`src/rtl/dmem_responder.sv`:
```
// Word-organised data RAM behind valid/ready request and response channels,
// with a programmable access delay so MEM-stage stall logic sees real latency.
module dmem_responder #(
  parameter int DEPTH_WORDS = 64,
  parameter int WAIT_CYCLES = 2
) (
  input  logic        SYS_clk,
  input  logic        SYS_reset_n,
  input  logic        REQ_valid,
  output logic        REQ_ready,
  input  logic        REQ_write,
  input  logic [31:0] REQ_addr,
  input  logic [31:0] REQ_wdata,
  input  logic [3:0]  REQ_be,
  output logic        RSP_valid,
  input  logic        RSP_ready,
  output logic [31:0] RSP_rdata,
  output logic        RSP_error,
  output logic        DMR_busy
);

  localparam int AW = (DEPTH_WORDS > 1) ? $clog2(DEPTH_WORDS) : 1;

  typedef enum logic [1:0] {
    ST_IDLE   = 2'd0,
    ST_WAIT   = 2'd1,
    ST_ACCESS = 2'd2,
    ST_RESP   = 2'd3
  } state_t;

  function automatic logic [31:0] be_mask(input logic [3:0] be);
    be_mask = {{8{be[3]}}, {8{be[2]}}, {8{be[1]}}, {8{be[0]}}};
  endfunction

  state_t      state_r, state_s;
  logic [3:0]  cnt_r, cnt_s;
  logic        write_r, write_s;
  logic [31:0] addr_r, addr_s;
  logic [31:0] wdata_r, wdata_s;
  logic [3:0]  be_r, be_s;
  logic        rsp_valid_r, rsp_valid_s;
  logic [31:0] rsp_rdata_r, rsp_rdata_s;
  logic        rsp_error_r, rsp_error_s;
  logic        busy_r, busy_s;

  logic [31:0] mem_r [DEPTH_WORDS];
  logic        error_s;
  logic [AW-1:0] idx_s;
  logic [31:0] mem_word_s;
  logic [31:0] mask_s;
  logic        wr_en_s;

  // Access checks always use the captured address, never the live inputs.
  assign error_s    = (addr_r[1:0] != 2'b00) ||
                      ({2'b00, addr_r[31:2]} >= 32'(DEPTH_WORDS));
  assign idx_s      = addr_r[AW+1:2];
  assign mem_word_s = mem_r[idx_s];
  assign mask_s     = be_mask(be_r);
  assign wr_en_s    = (state_r == ST_ACCESS) && write_r && !error_s;

  assign REQ_ready = (state_r == ST_IDLE);
  assign RSP_valid = rsp_valid_r;
  assign RSP_rdata = rsp_rdata_r;
  assign RSP_error = rsp_error_r;
  assign DMR_busy  = busy_r;

  // Next-state and next-register computation for the request/response FSM.
  always_comb begin
    state_s     = state_r;
    cnt_s       = cnt_r;
    write_s     = write_r;
    addr_s      = addr_r;
    wdata_s     = wdata_r;
    be_s        = be_r;
    rsp_valid_s = rsp_valid_r;
    rsp_rdata_s = rsp_rdata_r;
    rsp_error_s = rsp_error_r;
    case (state_r)
      ST_IDLE: begin
        if (REQ_valid) begin
          write_s = REQ_write;
          addr_s  = REQ_addr;
          wdata_s = REQ_wdata;
          be_s    = REQ_be;
          cnt_s   = 4'(WAIT_CYCLES);
          if (WAIT_CYCLES == 0) begin
            state_s = ST_ACCESS;
          end else begin
            state_s = ST_WAIT;
          end
        end else begin
          state_s = ST_IDLE;
        end
      end
      ST_WAIT: begin
        cnt_s = cnt_r - 4'd1;
        if (cnt_r <= 4'd1) begin
          state_s = ST_ACCESS;
        end else begin
          state_s = ST_WAIT;
        end
      end
      ST_ACCESS: begin
        cnt_s       = 4'd0;
        rsp_valid_s = 1'b1;
        rsp_error_s = error_s;
        if (write_r || error_s) begin
          rsp_rdata_s = 32'd0;
        end else begin
          rsp_rdata_s = mem_word_s & mask_s;
        end
        state_s = ST_RESP;
      end
      ST_RESP: begin
        if (RSP_ready) begin
          rsp_valid_s = 1'b0;
          state_s     = ST_IDLE;
        end else begin
          state_s = ST_RESP;
        end
      end
      default: begin
        state_s     = ST_IDLE;
        rsp_valid_s = 1'b0;
      end
    endcase
    busy_s = (state_s == ST_WAIT) || (state_s == ST_RESP);
  end

  // Control and response registers; reset aborts any transaction in flight.
  always_ff @(negedge SYS_clk or negedge SYS_reset_n) begin
    if (!SYS_reset_n) begin
      state_r     <= ST_IDLE;
      cnt_r       <= 4'd0;
      write_r     <= 1'b0;
      addr_r      <= 32'd0;
      wdata_r     <= 32'd0;
      be_r        <= 4'd0;
      rsp_valid_r <= 1'b0;
      rsp_rdata_r <= 32'd0;
      rsp_error_r <= 1'b0;
      busy_r      <= 1'b0;
    end else begin
      state_r     <= state_s;
      cnt_r       <= cnt_s;
      write_r     <= write_s;
      addr_r      <= addr_s;
      wdata_r     <= wdata_s;
      be_r        <= be_s;
      rsp_valid_r <= rsp_valid_s;
      rsp_rdata_r <= rsp_rdata_s;
      rsp_error_r <= rsp_error_s;
      busy_r      <= busy_s;
    end
  end

  // Storage array keeps its contents across reset; byte-masked store.
  always_ff @(negedge SYS_clk) begin
    if (wr_en_s) begin
      mem_r[idx_s] <= (mem_word_s & ~mask_s) | (wdata_r & mask_s);
    end else begin
      mem_r[idx_s] <= mem_word_s;
    end
  end

endmodule

```
`config.mk`:
```
export PLATFORM = sky130hd
export DESIGN_NAME = dmem_responder
export DESIGN_NICKNAME = d
export VERILOG_FILES = /design/src/rtl/dmem_responder.sv
export SDC_FILE = /design/constraint.sdc
export NUM_CORES = 2
export LEC_CHECK = 0
export BUFFER_PORTS_ARGS = -buffer_cell sky130_fd_sc_hd__buf_2
export CAP_MARGIN = 20
export CELL_PAD_IN_SITES_DETAIL_PLACEMENT = 2
export CELL_PAD_IN_SITES_GLOBAL_PLACEMENT = 2
export CORE_MARGIN = 2
export CORE_UTILIZATION = 25
export CTS_CLUSTER_SIZE = 12
export DETAILED_ROUTE_END_ITERATION = 16
export MAX_ROUTING_LAYER = met4
export PLACE_DENSITY_LB_ADDON = 0.1
export SYNTH_ARGS = -nofsm -noshare
export SYNTH_HDL_FRONTEND = slang
export SYNTH_SLANG_ARGS = --single-unit
```
`constraint.sdc`:
```
create_clock -name SYS_clk -period 8.6 [get_ports SYS_clk]
set_clock_uncertainty 0.05 [all_clocks]
set_input_delay 1.72 -clock SYS_clk [delete_from_list [all_inputs] [get_ports SYS_clk]]
set_output_delay 1.72 -clock SYS_clk [all_outputs]
set_load 0.005 [all_outputs]
```
Yosys cells after proc, flatten, opt, wreduce, memory -nomap -nowiden. Memories as Yosys holds them, arrays and structs flattened. Index checks and enable logic that the tools add are counted.

Output and inout bits: 36. Bits in latches: 0. Register bits: 110. Memories kept: 1. Bits in writable memories: 2048. Bits in read-only memories: 0. Word-level logic and storage cells: 53.

Memories: mem_r (depth 64, bits a word 32, rd ports 1, clocked after memory_dff 0, write ports 1, RTL line 46) `logic [31:0] mem_r [DEPTH_WORDS];`.

Magnitude comparators: 2. Equality and inequality tests: 7. Shift operators: 0. Multiply operators: 0. Multiplexer cells: 13. Reduce and logical (&&, ||, !) cells: 13. Divide/modulo/power cells: 0. Bitwise gates (word level): 6. Add/subtract/negate cells: 1.

Operators by type and width (count): 32-bit bitwise AND (3); 32-bit two-way mux (2); 32-bit inverter (1); 32-bit OR (1); 30-bit by 7-bit greater-or-equal comparator with 1-bit output (second input constant) (1); 4-bit case mux with 3 select lines (1); 2-bit case mux with 4 select lines (1); 2-bit equality test (second input constant) (3); 2-bit AND reduction (3); 1-bit two-way mux (5); 2-bit by 1-bit equality test with 1-bit output (second input constant) (2); 4-bit by 1-bit <= comparator with 1-bit output (second input constant) (1); 2-bit two-way mux (2); 4-bit two-way mux (1); 2-bit != test (second input constant) (2); 2-bit nonzero test (2); 4-bit by 1-bit subtractor with 4-bit output (second input constant) (1); 1-bit logical OR (3); 3-bit nonzero test (1); 1-bit logical AND (2); 2-bit zero test (1); 1-bit case mux with 2 select lines (1); 1-bit zero test (1); 1-bit OR (1).

Logic depth before layout (Yosys ltp).
Depth after elaboration: 7. Depth in mapped cells: 11. Depth with buffers taken out: 8.

==> impl_metrics.yaml <==
grt:
  gr-total-overflow: 0
  antenna_found_initial: 18
  grt_pass1_vias: 65300
  grt_max_degree: 137
  grt_pass1_wl_mm: 460
  grtUsageTotal: 0.196
placed_design:
  gp_congestion: 0.725
  place_hpwl_mm: 176
  io_buffer_count: 108
  place_area_um2: 91000
  placed_cells: 9243
  pre_cts_slack_ns: 1.02
cts:
  cts_buffers: 276
  postCtsSetupRepairBufs: 0
  clkSlewWorstSetupHoldPaths_ns: 0.05
  htreeDepth: 5
  clk_path_buf_depth: 4
  hold_buffers: 0
  numClockSinks: 2157
  cts_tree: "built"
  cts-root-buf: "clkbuf_16"
  clock_latency_ns: 0.91
  cts-resized-gates: 0
worst_setup_path:
  worstPathArrival_ns: 6.13
  rr_startpoint: "addr_r[4]$_DFFE_NN0P_"
  worstSetupStartpointType: "flop"
  cp-startpoint: "state_r[0]$_DFF_NN0_"
  worstRegToRegCells: 10
  cpMaxStageDelayCell: "dfrtn_1"
  end_kind: "primary output"
  path_class: "flop to primary output"
  worstReg2RegEnd: "mem_r[30][23]$_DFFE_NP_"
  max_stage_delay_ns: 0.49
  cp_max_fo: 5
  required_ns: 6.83
  path_cells: "inv_1 -> ha_1 -> buf_2"
  r2r_setup_slack_ns: 3.06
finish:
  drive_above_1_share: 0.131
  final_core_util: 0.323
  fillers: 34600
  finalNetCount: 7262
  synthToLayoutAreaGrowth_pct: 28.7
  design_area_um2: 108000
  instances_no_fill: 11800
worst_hold_path:
  hold_path_class: "flop to flop"
  hold_end: "RSP_rdata[3]$_DFFE_NN0P_"
  hold_start: "RSP_rdata[3]$_DFFE_NN0P_"
  worstHoldPathCells: 1
die:
  die_area_um2: 339000
  num_io_pins: 109
  rows: 212
  core_um2: 333000
  start_util: 0.251
  die_w_um: 583
  die_h_um: 583
synthesis:
  yosys.area.top_type: "edfxtp_1"
  yosysMostFrequentCell: "edfxtp_1"
  synth_area_um2: 83700
  async_reset_ff_frac: 0.0505
  synth-edff-count: 2048
  yosys-top-cells-area: "edfxtp_1, mux2i_1, dfrtn_1, a221o_1, o22ai_1"
  synth_ff_type: "edfxtp_1"
  ys_ff_latch: 2157
  synth.distinct_cells: 58
  synth_warnings: 0
  syn_avg_cell_area_um2: 17.2
  yosysTopAreaCellShare: 0.735
  syn-num-nets: 4955
  synth-seq-area-share: 0.768
  netlist_instances: 4875
  synthTopCellsByCount: "edfxtp_1, mux2i_1, o22ai_1"
route:
  avgRoutedWirePerCell_um: 27.9
  viasPerCell: 4.78
  drt_iter0_drc: 3243
  drc_errors: 0
  ant_nets: 0
  wirelength_mm: 328
  first_pass_iters: 5
  route.vias.total: 56300
timing:
  setup_viol: 0
  hold_viol_final: 0
  hold_ws_ns: 0.383
  fin_tns_setup_ns: 0
  tightest_slew_ns: 1.18
  slew_violations: 0
  grt_setup_unrepaired: "no"
  slew_headroom: 0.210
  setup_ws_ns: 0.701
power_and_ir_drop:
  leakagePower_nw: 44.5
  ir_drop_uv: 533
  finalPower_mw: 50.5
  power_density_nw_per_um2: 469
job:
  cap_viol_max_count: 0
outcome:
  outcome: "completed"
## power by group
| part | internal [mW] | total (mW) | switching, mW | leakage (nW) |
|---|---|---|---|---|
| logic | 4.00 | 17.1 | 13.1 | 9.24 |
| clock network | 8.23 | 15.4 | 7.13 | 15.4 |
| registers | 17.7 | 18.1 | 0.373 | 19.9 |
## metal layers
layer	global-route usage	wire, µm
met5	-	0
met4	0.0852	8220
met3	0.0473	12800
met2	0.309	160000
met1	0.240	147000
## worst max-delay path by stage
stage                              endpoint  cells after the start
finish                            REQ_ready                      3
floorplan            addr_r[21]$_DFFE_NN0P_                      4
global route                      REQ_ready                      3
global placement    wdata_r[16]$_DFFE_NN0P_                      4
detailed placement  wdata_r[17]$_DFFE_NN0P_                      4
CTS                               REQ_ready                      3
## cell type report
type | count | area (µm²) | share of cell area
Sequential cell | 2157 | 64200 | 0.596
Multi-Input combinational cell | 2167 | 18000 | 0.168
Clock inverter | 2241 | 9400 | 0.0873
Clock buffer | 291 | 7250 | 0.0673
Tap cell | 4387 | 5490 | 0.0510
Timing Repair Buffer | 329 | 2510 | 0.0233
Inverter | 203 | 769 | 0.00714
Antenna cell | 6 | 15.0 | 0.000139
## logic make-up after synthesis
kind of cell | Yosys count | share of synthesized area
AOI/OAI and AO/OA | 1099 | 0.101
and+or+nand+nor | 441 | 0.0239
buffers and inverters | 551 | 0.0286
adders and majority gates | 7 | 0.00105
muxes | 620 | 0.0782
DFF | 2157 | 0.768
## state kept, by name, indices dropped and copies added (netlist names)
name	count
RSP_error	1
write_r	1
RSP_valid	1
be_r	4
mem_r	2048
state_r	2
RSP_rdata	32
addr_r	32
wdata_r	32
cnt_r	4
## worst max-delay path, delay by kind of cell (launching register included)
kind | cells | cell delay, ns
flops | 1 | 0.49
fa+ha+maj | 1 | 0.26
buf+inv | 2 | 0.24
## placed cells by master (no fill, tap or decap), types with 9 or more instances in the layout
cell type	instances
inv_1	2315
edfxtp_1	2048
mux2i_1	500
clkbuf_16	289
o22ai_1	265
nand2_1	195
buf_4	195
a221o_1	172
o32ai_1	168
a221oi_1	141
dfrtn_1	109
buf_2	109
a21oi_1	98
o31ai_1	86
mux2_2	80
nor2_1	78
nor2_4	68
o21ai_0	68
clkinvlp_2	64
o2111ai_1	29
bufinv_16	29
o2bb2ai_1	28
mux2i_4	21
mux4_2	19
buf_12	19
nor4bb_1	18
nand3_1	12
inv_4	10
a22oi_1	9
nor4bb_2	9
No activity file was read; power rests on OpenSTA's default activity.
